**config.mk**
```make
export PLATFORM = sky130hd
export DESIGN_NAME = reg_bank_ctrl
export DESIGN_NICKNAME = d
export VERILOG_FILES = /design/src/rtl/reg_bank_pkg.sv /design/src/rtl/reg_bank_rd_pipe.sv /design/src/rtl/reg_bank_ctrl.sv
export SDC_FILE = /design/constraint.sdc
export NUM_CORES = 2
export LEC_CHECK = 0
export CAP_MARGIN = 20
export CORE_MARGIN = 5
export CORE_UTILIZATION = 50
export DETAILED_ROUTE_END_ITERATION = 16
export GPL_ROUTABILITY_DRIVEN = 1
export PLACE_DENSITY = 0.65
export SLEW_MARGIN = 30
export SYNTH_ARGS = -nofsm -noshare
export SYNTH_HDL_FRONTEND = slang
export SYNTH_SLANG_ARGS = --single-unit
```
**constraint.sdc**
```tcl
create_clock -name clk -period 3.9 [get_ports clk]
set_clock_uncertainty 0.15 [all_clocks]
set_input_delay 0.78 -clock clk [delete_from_list [all_inputs] [get_ports clk]]
set_output_delay 0.78 -clock clk [all_outputs]
set_load 0.02 [all_outputs]
```
**src/rtl/reg_bank_pkg.sv**
```systemverilog
// reg_bank_pkg: shared types, limits and byte-merge helper for the register bank controller
package reg_bank_pkg;

    parameter int RB_DATA_WIDTH = 32;
    localparam int MAX_RD_LATENCY = 4;

    typedef struct packed {
        logic                     valid;
        logic                     err;
        logic [RB_DATA_WIDTH-1:0] data;
    } rd_pipe_t;

    // Bytes whose strobe is set take new_w, all other bytes keep old_w
    function automatic logic [RB_DATA_WIDTH-1:0] strb_merge(
        input logic [RB_DATA_WIDTH-1:0]   old_w,
        input logic [RB_DATA_WIDTH-1:0]   new_w,
        input logic [RB_DATA_WIDTH/8-1:0] strb
    );
        logic [RB_DATA_WIDTH-1:0] res;
        for (int b = 0; b < RB_DATA_WIDTH / 8; b++)
            res[b*8 +: 8] = strb[b] ? new_w[b*8 +: 8] : old_w[b*8 +: 8];
        return res;
    endfunction

endpackage

```
**src/rtl/reg_bank_rd_pipe.sv**
```systemverilog
// reg_bank_rd_pipe: fixed-latency read return pipeline with synchronous flush
module reg_bank_rd_pipe
    import reg_bank_pkg::*;
#(
    parameter int RD_LATENCY = 1,
    parameter int DATA_WIDTH = 32
) (
    input  logic                  clk,
    input  logic                  rstn,
    input  rd_pipe_t              push_i,
    output logic                  rvalid_o,
    output logic [DATA_WIDTH-1:0] rdata_o,
    output logic                  err_o
);

    rd_pipe_t pipe_q [RD_LATENCY];

    // Shift the read snapshot towards the output; reset discards anything in flight
    always_ff @(posedge clk) begin
        if (!rstn) begin
            for (int k = 0; k < RD_LATENCY; k++) pipe_q[k] <= '0;
        end else begin
            pipe_q[0] <= push_i;
            for (int k = 1; k < RD_LATENCY; k++) pipe_q[k] <= pipe_q[k-1];
        end
    end

    assign rvalid_o = pipe_q[RD_LATENCY-1].valid;
    assign rdata_o  = pipe_q[RD_LATENCY-1].valid ? DATA_WIDTH'(pipe_q[RD_LATENCY-1].data) : '0;
    assign err_o    = pipe_q[RD_LATENCY-1].valid && pipe_q[RD_LATENCY-1].err;

endmodule

```
**src/rtl/reg_bank_ctrl.sv**
```systemverilog
// reg_bank_ctrl: register bank with byte-strobed bus writes, latency-configurable reads and a hardware update port
module reg_bank_ctrl
    import reg_bank_pkg::*;
#(
    parameter int                    ADDR_WIDTH = 8,
    parameter int                    DATA_WIDTH = 32,
    parameter int                    DEPTH      = 64,
    parameter int                    RD_LATENCY = 1,
    parameter logic [DATA_WIDTH-1:0] RESET_VAL  = '0
) (
    input  logic                    clk,
    input  logic                    rstn,
    input  logic                    sel_i,
    input  logic                    wr_i,
    input  logic [ADDR_WIDTH-1:0]   addr_i,
    input  logic [DATA_WIDTH-1:0]   wdata_i,
    input  logic [DATA_WIDTH/8-1:0] wstrb_i,
    output logic [DATA_WIDTH-1:0]   rdata_o,
    output logic                    rvalid_o,
    output logic                    ready_o,
    output logic                    err_o,
    input  logic                    hw_we_i,
    input  logic [ADDR_WIDTH-1:0]   hw_addr_i,
    input  logic [DATA_WIDTH-1:0]   hw_wdata_i
);

    localparam int IDX_W = (DEPTH > 1) ? $clog2(DEPTH) : 1;
    localparam int CNT_W = $clog2(MAX_RD_LATENCY);

    typedef enum logic {IDLE, RD_WAIT} state_t;

    state_t                state_q, state_d;
    logic [CNT_W-1:0]      cnt_q, cnt_d;
    logic [DATA_WIDTH-1:0] mem_q [DEPTH];
    logic [DATA_WIDTH-1:0] mem_d [DEPTH];
    logic                  werr_q, werr_d;
    logic                  acc, rd_acc, in_range, rd_err;
    rd_pipe_t              rd_push;

    assign ready_o  = state_q == IDLE;
    assign acc      = sel_i && ready_o;
    assign rd_acc   = acc && !wr_i;
    assign in_range = 32'(addr_i) < DEPTH;
    assign werr_d   = acc && wr_i && !in_range;

    // Read snapshot taken from pre-edge contents; out-of-range reads return zero with err
    always_comb begin
        rd_push       = '0;
        rd_push.valid = rd_acc;
        rd_push.err   = rd_acc && !in_range;
        rd_push.data  = (rd_acc && in_range) ? RB_DATA_WIDTH'(mem_q[addr_i[IDX_W-1:0]]) : '0;
    end

    // Next register contents: hardware word first, bus strobed bytes override it on collision
    always_comb begin
        for (int i = 0; i < DEPTH; i++) begin
            mem_d[i] = mem_q[i];
            if (hw_we_i && hw_addr_i == ADDR_WIDTH'(i)) mem_d[i] = hw_wdata_i;
            if (acc && wr_i && addr_i == ADDR_WIDTH'(i))
                mem_d[i] = DATA_WIDTH'(strb_merge(RB_DATA_WIDTH'(mem_d[i]), RB_DATA_WIDTH'(wdata_i),
                                                  (RB_DATA_WIDTH/8)'(wstrb_i)));
        end
    end

    // Ready FSM: hold off the bus for RD_LATENCY cycles after a read is accepted
    always_comb begin
        state_d = state_q;
        cnt_d   = cnt_q;
        if (state_q == IDLE) begin
            if (rd_acc) begin
                state_d = RD_WAIT;
                cnt_d   = CNT_W'(RD_LATENCY - 1);
            end
        end else if (cnt_q == '0) begin
            state_d = IDLE;
        end else begin
            cnt_d = cnt_q - CNT_W'(1);
        end
    end

    // State, storage and write-error pulse registers
    always_ff @(posedge clk) begin
        if (!rstn) begin
            state_q <= IDLE;
            cnt_q   <= '0;
            werr_q  <= 1'b0;
            for (int i = 0; i < DEPTH; i++) mem_q[i] <= RESET_VAL;
        end else begin
            state_q <= state_d;
            cnt_q   <= cnt_d;
            werr_q  <= werr_d;
            for (int i = 0; i < DEPTH; i++) mem_q[i] <= mem_d[i];
        end
    end

    reg_bank_rd_pipe #(
        .RD_LATENCY(RD_LATENCY),
        .DATA_WIDTH(DATA_WIDTH)
    ) u_rd_pipe (
        .clk     (clk),
        .rstn    (rstn),
        .push_i  (rd_push),
        .rvalid_o(rvalid_o),
        .rdata_o (rdata_o),
        .err_o   (rd_err)
    );

    assign err_o = werr_q || rd_err;

endmodule

```
Word-level counts from Yosys, hierarchy flattened
Memory sizes are Yosys's and may differ from the RTL's.
Index checks and enable logic that the tools add are counted.
{ "op_classes": {"n_addsub": 1, "magnitude_cmp": 1, "eq_ne": 127, "muxes": 460, "n_bitwise": 65, "n_reduce_logical": 144} }
{ "op_table": {"columns": ["cell", "n"], "rows": [
  ["2-to-1 mux 32 bit", 194],
  ["2-to-1 mux 8 bit", 256],
  ["== test 8 x 6 -> 1 bit (second input constant)", 64],
  ["== test 8 x 5 -> 1 bit (second input constant)", 32],
  ["logical AND 1 bit", 135],
  ["== test 8 x 4 -> 1 bit (second input constant)", 16],
  ["== test 8 x 3 -> 1 bit (second input constant)", 8],
  ["bitwise OR 1 bit", 64],
  ["2-to-1 mux 34 bit", 1],
  ["OR reduction 34 bit", 1],
  ["== test 8 x 2 -> 1 bit (second input constant)", 4],
  ["== test 8 x 1 -> 1 bit (second input constant)", 2],
  ["logical NOT 8 bit", 2],
  ["less-than comparator 8 x 7 -> 1 bit (second input constant)", 1],
  ["2-to-1 mux 1 bit", 6],
  ["2-to-1 mux 2 bit", 3],
  ["logical NOT 1 bit", 2],
  ["logical NOT 2 bit", 1],
  ["!= test 2 bit (second input constant)", 1],
  ["AND reduction 2 bit", 1],
  ["nonzero test 2 bit", 1],
  ["subtractor 2 x 1 -> 2 bit (second input constant)", 1],
  ["logical OR 1 bit", 1],
  ["NOT 1 bit", 1]
]} }
{ "totals": {"reg_bits": 4, "ramBits": 2082, "input_bits": 89, "output_inout_bits": 35, "wordCells": 803, "n_memories": 2} }
{ "memory_table": {"columns": ["memory", "depth", "width", "rd", "rd_ports_with_merged_regs", "wr", "line", "source"], "rows": [
  ["mem_q", 64, 32, 65, 0, 64, "reg_bank_ctrl.sv:34", "logic [DATA_WIDTH-1:0] mem_q [DEPTH];"],
  ["u_rd_pipe.pipe_q", 1, 34, 1, 0, 1, "reg_bank_rd_pipe.sv:16", "rd_pipe_t pipe_q [RD_LATENCY];"]
]} }

Longest topological paths before layout
{ "depth": {"ltp_word": 6, "ltp_mapped": 9, "ltp_nobuf": 6} }

Cells and area by module
A second synthesis with hierarchy kept.
{ "unflattened": {"hier_cells": 11054, "area_unflattened_um2": 116670.6} }
{ "by_module_without_submodules": {"columns": ["mod", "n_inst", "cells_each", "area_each_um2", "seq_area_each_um2"], "rows": [
  ["reg_bank_ctrl", 1, 10947, 115498.3, 41079.4],
  ["reg_bank_rd_pipe", 1, 107, 1172.4, 680.7]
]} }

Worst setup path after synthesis
OpenSTA, ideal clock, no wires.
{ "synth_timing": {"path_type": "input-to-reg", "from": "input addr_i[1]", "to": "memory u_rd_pipe.pipe_q[0][10] in the netlist's numbering", "setup_time_ns": 0.122, "arrival_time_ns": 2.774, "required_ns": 3.628, "slack_ns": 0.854, "path_stages": 9, "n_path_buf": 5, "path_cell_list": "buf_2 buf_4 buf_4 clkbuf_1 clkbuf_1 mux4_2 a22oi_1 o21ai_0 a221o_1"} }
{ "synth_between": {"elab_chain_len": 4, "word_cells_on_any_way": 5, "cone_classes": "order compare (1); mux (2); reduce/logical (1); memory (1)"} }
{ "synth_rtl": {"columns": ["item", "line", "source"], "rows": [
  ["start: declaration", "reg_bank_ctrl.sv:15", "input logic [ADDR_WIDTH-1:0] addr_i,"],
  ["branches (longest 2 deep; another with memory read (64 x 32 bit))", null, null],
  ["2-to-1 mux 32 bit (*)", "reg_bank_ctrl.sv:51", "rd_push.data = (rd_acc && in_range) ? RB_DATA_WIDTH'(mem_q[addr_i[IDX_W-1:0]]) : '0;"],
  ["2-to-1 mux 34 bit (no source line) (*)", null, null],
  ["end: declaration", "reg_bank_rd_pipe.sv:16", null]
]} }
Every way passes the cells marked *.

Worst setup path in the final report
{ "layout_timing": {"from": "memory u_rd_pipe.pipe_q[0][33] in the netlist's numbering", "to": "output rdata_o[3]"} }
{ "layout_between": {"elab_chain_len": 2} }
{ "layout_rtl": {"columns": ["item", "line", "source"], "rows": [
  ["memory read (1 x 34 bit)", null, null],
  ["2-to-1 mux 32 bit", "reg_bank_rd_pipe.sv:29", "assign rdata_o = pipe_q[RD_LATENCY-1].valid ? DATA_WIDTH'(pipe_q[RD_LATENCY-1].data) : '0;"],
  ["end: declaration", "reg_bank_ctrl.sv:18", "output logic [DATA_WIDTH-1:0] rdata_o,"]
]} }
Every way passes these cells.

==> flow_summary.yaml <==
placement:
  io_buffers: 123
  hpwl_mm: 246
  dp_slack_ns: -0.0624
  place_area_um2: 120000
  gp_congestion: 0.870
layout:
  layout.cells.most_common: "mux2i_1"
  area_growth_pct: 11.9
  drive_gt1_share_pct: 15.6
  final_cell_mix: "2176 x mux2i_1, 2115 x nand2_1, 2086 x dfxtp_1"
  final_core_util_pct: 56.2
  stdcell_area_um2: 128000
  nets: 10697
global_route:
  grt_antenna_before_repair: 37
  first_global_vias: 87069
  grt_remaining_overflow: 0
  grt_pass1_wl_mm: 573
  grt_start_max_net_pins: 226
  track_usage_pct: 31.4
sta:
  worst_pin_slew_ns: 1.12
  setup_slack_ns: 0.421
  rsz0062_at_grt: "false"
  fin_crit_ns: 3.48
  drv_slew: 0
  finalHoldViolCount: 0
  max_slew_margin_pct: 24.8
  period_share_pct: 89.2
  max_freq_mhz: 287
  final-setup-viol-count: 0
route:
  drt_wl_total_mm: 388
  wl_per_cell_um: 28.1
  drtPass1Iterations: 6
  drt_iter0_drc: 9423
  viasPerCell: 6.55
  via_count: 90602
  post-route-drc-count: 0
  ant_nets: 0
critical_path:
  crit_arrival_ns: 2.55
  cpPeakStageDelay_ns: 0.73
  regToRegSetupSlack_ns: 1.18
  critPathMaxFanout: 35
  critPathRequiredTime_ns: 2.97
  crit_type: "reg -> out"
  worstPathCellList: "buf_4, and2_1, clkdlybuf4s50_1"
  endpoint_kind: "output pin"
  cp-start-kind: "flip-flop"
  slowest_stage: "clkdlybuf4s50_1"
die:
  initial_core_util_pct: 50.2
  fp.dieH_um: 487
  dieArea_um2: 238000
  placementRows: 175
  fp.dieW_um: 487
  core_um2: 227000
  ios: 124
logic_synthesis:
  syn-num-nets: 11103
  ys_ff_latch: 2086
  synthArstFlopShare_pct: 0
  ys_seq_area_share_pct: 36.6
  yosysWarnings: 0
  yosys.area.top_type: "dfxtp_1"
  ys.flop_type: "dfxtp_1"
  synth.area.top_cells: "dfxtp_1 37%, mux2i_1 19%, o211a_1 18%"
  ys_types: 40
  synth_edf_count: 0
  synth_top_area_share_pct: 36.6
  synthesis.area_um2: 114000
  synth.avg_cell_area_um2: 10.3
  syn_inst: 11013
power:
  p_total_mw: 46.2
  irDropWorstVdd_mv: 0.409
  p_leak_nw: 75.7
  p_per_area_nw_per_um2: 362
cts:
  clockBufferDepth: 3
  hold_buffers: 0
  root_buffer: "clkbuf_16"
  post_cts.repair.setup_buffers: 0
  clock_latency_ns: 0.88
  htreeDepth: 4
  cts_num_sinks: 2086
  numCtsBuffers: 225
  path_clk_slew_ns: 0.06
  cts_resized: 0
  cts_tree: "yes"
worst_hold_path:
  hold_class: "in -> reg"
job:
  drv_cap: 0
outcome:
  status: "finished, final reports clean"
==> logic make-up (layout without fill, tap and decap cells) <==
group	after synthesis	count (layout)	share of synthesized area, %
AND/OR/NAND/NOR	2491	2491	9.19
buffers and inverters	1408	1193	5.10
flip-flops	2086	2086	36.6
AO/OA/AOI/OAI	2339	2339	19.8
multiplexers	2688	2688	29.2
other	0	29	0
adder cells (fa/ha/maj)	1	1	0.0110
==> cells in the mapped netlist (30+ instances only) <==
master	instances
a221o_1	32
a22oi_1	128
a31oi_1	32
and2_1	33
buf_1	236
buf_2	110
buf_4	99
clkbuf_1	954
dfxtp_1	2086
mux2i_1	2176
mux4_2	512
nand2_1	2115
nand3_1	218
nor3_4	30
o211a_1	2048
o21ai_0	64
o22a_1	32
==> cell type report <==
class	count	area, um^2
well taps	3009	3760
clock inverters	64	798
inverters	6	25.0
repair buffers	769	7730
flip-flops and latches	2086	41800
fillers	19000	99500
clock buffers	354	6770
multi-input cells	7519	66700
diodes	29	72.6
==> power by group <==
part / leakage (nW) / total, mW / switching [mW] / internal [mW]
combinational: 55.2 / 2.98 / 2.19 / 0.781
sequential: 16.8 / 21.4 / 0.0206 / 21.3
clock: 3.73 / 21.8 / 9.39 / 12.5
total: 75.7 / 46.2 / 11.6 / 34.6
==> worst paths after layout <==
kind / end / start / cells after the start
setup / recovery: rdata_o[3] / u_rd_pipe.pipe_q[0][33] / 3
setup reg to reg: mem_q[58][29] / state_q / 6
hold reg to reg: cnt_q[1] / cnt_q[1] / 2
hold / removal: mem_q[62][26] / wdata_i[26] / 2
==> per-layer routing <==
metal  wire, um  GRT usage, %  vias to the layer above
met5        131             0                        -
met4      21400          15.9                       20
met3      31600          5.19                      865
met2     177000          50.0                     4038
met1     158000          41.5                    45548
li1           -             -                    40131
==> flip-flops by register name, indices dropped and copies added (netlist names) <==
signal	count
mem_q	2048
u_rd_pipe.pipe_q	34
werr_q	1
state_q	1
cnt_q	2
==> worst max-delay path, delay by kind of cell (launching register included) <==
kind          cells  cell delay, ns
buf+inv           2            1.09
simple gates      1            0.21
flops             1            0.30
==> through the flow <==
step	setup TNS, ns	cells	hold slack (ns)
6_report	0	13836	0.141
5_1_grt	0	13825	0.134
4_1_cts	0	13802	0.0828
3_5_place_dp	-0.0624	13384	0.373
3_3_place_gp	-0.222	13384	0.345
2_1_floorplan	0	11013	0.326
No activity file was read; power rests on OpenSTA's default activity.
